<file path="src/rtl/updown_seq_ctrl.sv">
// updown_seq_ctrl: walks a WIDTH-bit up/down count register one step at a
// time toward a requested target, on the falling edge of clk. The direction
// is either the shortest modular path or the one the requester forces.
// busy/done/step report progress, and abort ends a run early.
// force_en carries the force-direction request. "force" is a reserved word
// in SystemVerilog, so it cannot be used as a port name.
module updown_seq_ctrl #(
   parameter int WIDTH = 4,
   parameter int HOLD  = 1
) (
   input  logic             clk,
   input  logic             rst,
   input  logic             start,
   input  logic [WIDTH-1:0] target,
   input  logic             force_en,
   input  logic             x_force,
   input  logic             abort,
   output logic [WIDTH-1:0] Q,
   output logic             x,
   output logic             step,
   output logic             busy,
   output logic             done
);

   localparam int             HW          = (HOLD > 1) ? $clog2(HOLD) : 1;
   localparam logic [HW-1:0]  HOLD_RELOAD = HW'(HOLD - 1);

   typedef enum logic [1:0] {S_IDLE, S_ARM, S_RUN, S_DONE} state_t;

   state_t           state_q, state_d;
   logic [WIDTH-1:0] q_q, q_d;
   logic             x_q, x_d;
   logic             step_q, step_d;
   logic             busy_q, busy_d;
   logic             done_q, done_d;
   logic [HW-1:0]    hold_q, hold_d;
   logic [WIDTH-1:0] tgt_q, tgt_d;
   logic             frc_q, frc_d;
   logic             xf_q, xf_d;
   logic [WIDTH-1:0] up_dist, dn_dist;

   // Next-state logic: request capture, direction choice, stepping, abort.
   always_comb begin
      state_d = state_q;
      q_d     = q_q;
      x_d     = x_q;
      hold_d  = hold_q;
      tgt_d   = tgt_q;
      frc_d   = frc_q;
      xf_d    = xf_q;
      step_d  = 1'b0;
      up_dist = tgt_q - q_q;
      dn_dist = q_q - tgt_q;
      case (state_q)
         S_IDLE: begin
            // abort wins over start while idle
            if (start && !abort) begin
               tgt_d   = target;
               frc_d   = force_en;
               xf_d    = x_force;
               state_d = S_ARM;
            end
         end
         S_ARM: begin
            if (abort) begin
               state_d = S_IDLE;
            end else begin
               // a tie between the two modular distances goes up
               x_d = frc_q ? xf_q : ((up_dist <= dn_dist) ? 1'b0 : 1'b1);
               if (tgt_q == q_q) begin
                  state_d = S_DONE;
               end else begin
                  hold_d  = HOLD_RELOAD;
                  state_d = S_RUN;
               end
            end
         end
         S_RUN: begin
            if (abort) begin
               state_d = S_IDLE;
            end else if (hold_q != '0) begin
               hold_d = hold_q - HW'(1);
            end else begin
               q_d    = x_q ? (q_q - WIDTH'(1)) : (q_q + WIDTH'(1));
               step_d = 1'b1;
               hold_d = HOLD_RELOAD;
               if (q_d == tgt_q) state_d = S_DONE;
            end
         end
         S_DONE: begin
            state_d = S_IDLE;
         end
         default: begin
            state_d = S_IDLE;
         end
      endcase
      busy_d = (state_d == S_ARM) || (state_d == S_RUN);
      done_d = (state_d == S_DONE);
   end

   // Control and count registers, asynchronously cleared.
   always_ff @(negedge clk or posedge rst) begin
      if (rst) begin
         state_q <= S_IDLE;
         q_q     <= '0;
         x_q     <= 1'b0;
         step_q  <= 1'b0;
         busy_q  <= 1'b0;
         done_q  <= 1'b0;
         hold_q  <= '0;
      end else begin
         state_q <= state_d;
         q_q     <= q_d;
         x_q     <= x_d;
         step_q  <= step_d;
         busy_q  <= busy_d;
         done_q  <= done_d;
         hold_q  <= hold_d;
      end
   end

   // Latched request; only meaningful once a start has been accepted.
   always_ff @(negedge clk) begin
      tgt_q <= tgt_d;
      frc_q <= frc_d;
      xf_q  <= xf_d;
   end

   assign Q    = q_q;
   assign x    = x_q;
   assign step = step_q;
   assign busy = busy_q;
   assign done = done_q;

endmodule

</file>
<file path="config.mk">
export PLATFORM = sky130hd
export DESIGN_NAME = updown_seq_ctrl
export DESIGN_NICKNAME = d
export VERILOG_FILES = /design/src/rtl/updown_seq_ctrl.sv
export SDC_FILE = /design/constraint.sdc
export NUM_CORES = 1
export LEC_CHECK = 0
export CORE_MARGIN = 10
export CORE_UTILIZATION = 40
export DETAILED_ROUTE_END_ITERATION = 8
export GPL_ROUTABILITY_DRIVEN = 1
export GPL_TIMING_DRIVEN = 0
export MAX_ROUTING_LAYER = met4
export RECOVER_POWER = 100
export SYNTH_ARGS = -nofsm -noshare
export SYNTH_HDL_FRONTEND = slang
export SYNTH_SLANG_ARGS = --single-unit
</file>
<file path="constraint.sdc">
create_clock -name clk -period 2.7 [get_ports clk]
set_clock_uncertainty 0.05 [all_clocks]
set_input_delay 0.405 -clock clk [delete_from_list [all_inputs] [get_ports clk]]
set_output_delay 0.405 -clock clk [all_outputs]
set_load 0.01 [all_outputs]
</file>
[Word-level counts from Yosys, hierarchy flattened]
Index checks and enable logic that the tools add are counted.
Word-level totals
  word-level logic and storage cells: 56
  input port bits: 10
  bits in registers: 17
  output and inout port bits: 8
Operators by class
  add/sub/neg operators: 5
  $lt $le $gt $ge: 1
  reductions and logical operators: 9
  muxes and demuxes: 18
  bitwise gates (word level): 2
  eq/ne operators: 11
Operators by type and width (count)
  $mux 1: 10
  $mux 2: 5
  $eq 2x2->1 const B: 4
  $eq 4x4->1: 2
  $pmux 2 s4: 1
  $sub 4x4->4: 2
  $ne 2x2->1 const B: 3
  $add 4x1->4 const B: 1
  $eq 2x1->1 const B: 2
  $le 4x4->1: 1
  $mux 4: 1
  $reduce_and 2->1: 2
  $reduce_and 4->1: 1
  $sub 4x1->4 const B: 1
  $reduce_and 3->1: 1
  $logic_not 2->1: 1
  $not 1->1: 2
  $pmux 1 s2: 1
  $reduce_bool 2->1: 1
  $logic_and 1x1->1: 1
  $logic_not 1->1: 1
  $logic_or 1x1->1: 1
  $sub 1x1->1 const B: 1

[Depth between registers and ports, before layout]
  word-level depth: 9
  depth in mapped cells: 10

==> out/results.tsv <==
metric	value	unit
syn_nets	105	
worst-path-stages	7	
ys_seq_area_frac	0.448	
fin_tns_setup	-5.20	ps
whs	434	ps
wire_per_inst	13.3	µm
worstSetupStartpoint	abort	
crit_end	busy	
reg2reg_slack	310	ps
cts-root-buf	clkbuf_4	
cap_viol_max_count	0	
synth_top_area_share	0.260	
wl	2000	µm
detail_route.drc_violations	0	
synth_top_area_cell	dfrtn_1	
synthToLayoutAreaGrowth	40.9	%
place_inst	126	
setup_viol	1	
layout_common_cells	15 x inv_1, 15 x buf_4, 11 x ha_1, 10 x dfrtn_1, 9 x xnor2_1	
gp_congestion	0.751	
fillers	191	
clock_latency	350	ps
start_util	0.426	
htree_levels	1	
slowest_stage	ha_1	
n_antenna_cell	0	
grt_setup_unrepaired	true	
chipHeight	69.0	µm
startpoint_type	input port	
status	finished, violations left	
synthFlopType	dfrtn_1	
yosys_warnings	0	
peakVddDrop	0.598	mV
synth_enable_flop_cells	6	
drtPass1Iterations	3	
hp-class	reg -> reg	
syn-cell-area	961	µm²
grt_pass1_vias	771	
post-place-ws	-934	ps
vias_per_cell	4.71	
rr_startpoint	x	
synth.ff_latch_count	16	
numCtsBuffers	3	
grt_use_total	0.0912	
ios	18	
slew_violations	0	
numPortBuffers	17	
cp_max_fo	3	
grt-ovfl-total	0	
final_layout_size_suffix_gt1_frac	0.287	
core-area	0.00225	mm²
yosys-top-cells-area	dfrtn_1 26%, edfxtp_1 19%, ha_1 14%	
synth.distinct_cells	23	
violations	negative setup slack	
timing.rr.end	busy	
die_w	69.0	µm
rr_worst_depth	9	
hp-start	xf_q	
vias	706	
antenna_left	0	
end_kind	flip-flop	
place_hpwl	1420	µm
synth_cells	81	
p_per_area	1150	mW/mm²
fin_ws	-5.20	ps
grt_pass1_wl	3590	µm
arrival	1440	ps
cpPeakStageDelay	250	ps
hold_viol_final	0	
cts_num_sinks	16	
row_count	17	
antenna_found_initial	0	
total_power	1.55	mW
cts.path.max_buffers	2	
worst-path-buf-inv	1	
synthArstFlopShare	0.625	
synth_area_per_cell	11.9	µm²
cp.required	1440	ps
crit_type	in -> reg	
fin_nets	147	
die-area	0.00476	mm²
drtIter0Drc	20	
clk_pin_slew	70	ps
stdcell_count	150	
timing.slew.headroom	0.690	
crit_chain	buf_8 -> nor3b_4 -> nand2_2 -> nor3_4 -> a21oi_2 -> o21ai_1 -> ha_1	
max_slew.worst_pin.slew	463	ps
cts_tree	done	
grt_max_degree	11	
crit_family	simple AND/OR/NAND/NOR gates	
p_leak	0.664	nW
## metal layers
layer / up-vias / global-route usage / wire [µm]
met5: - / - / 0
met4: 0 / 0.0466 / 27
met3: 2 / 0.0157 / 49
met2: 15 / 0.130 / 890
met1: 329 / 0.120 / 1030
li1: 360 / - / -
## metrics by stage
stage | util | cell area [µm²]
2_1_floorplan | - | 976
6_report | 0.600 | 1350
3_5_place_dp | 0.524 | 1180
3_3_place_gp | 0.524 | 1180
4_1_cts | 0.582 | 1310
5_1_grt | 0.600 | 1350
## worst min-delay path, cell delays in order, from the launching register on
cell and delay [ps]:
edfxtp_1 320, nand2_1 50, a31oi_1 150
## how the worst min path moves through the flow
| stage | endpoint | slack (ps) | cells past startpoint |
|---|---|---|---|
| after floorplan | x | 370 | 2 |
| after global placement | x | 380 | 2 |
| after detailed placement | x | 390 | 2 |
| after CTS | x | 440 | 2 |
| after global routing | x | 480 | 2 |
| final | x | 430 | 2 |
## sequential cells by signal (all words and copies together) (netlist names)
signal,flops
step,1
xf_q,1
tgt_q,4
frc_q,1
x,1
state_q,2
Q,4
done,1
busy,1
## cells by family (layout without fill, tap and decap cells)
logic type / after synthesis / in the layout / share of synthesized area
AOI/OAI and AO/OA: 16 / 16 / 0.105
DFF: 16 / 16 / 0.448
adders and majority gates: 14 / 14 / 0.206
and+or+nand+nor: 13 / 13 / 0.0925
xor gates and xnor gates: 12 / 12 / 0.109
buffers and inverters: 10 / 51 / 0.0391
## Yosys cell counts (2+ instances only)
master     n
a21o_1     4
a21oi_1    5
a31oi_1    2
dfrtn_1   10
edfxtp_1   6
fa_1       3
ha_1      11
inv_1     10
nand2_1    4
nor2_1     2
o21ai_1    2
xnor2_1    9
xor2_1     3
## area by class of cell
class                   count  area [µm²]  share of cell area
clock buffers               3        22.5              0.0166
clock inverters             7        52.6              0.0388
inverters                   9        33.8              0.0250
multi-input cells          55         529               0.391
flip-flops and latches     16         430               0.318
well taps                  28        35.0              0.0259
repair buffers             32         250               0.185
## power by group
| group | switching, mW | internal, mW |
|---|---|---|
| Sequential | 0.0350 | 0.315 |
| Clock | 0.0985 | 0.161 |
| Combinational | 0.484 | 0.459 |
## timing repair
item,CTS,global route
cloned,0,0
hold buffers,0,0
pin swaps,6,5
gates resized for setup,40,4
setup endpoints to repair,21,5
setup buffers,12,3
Power figures use the tool's default switching activity.
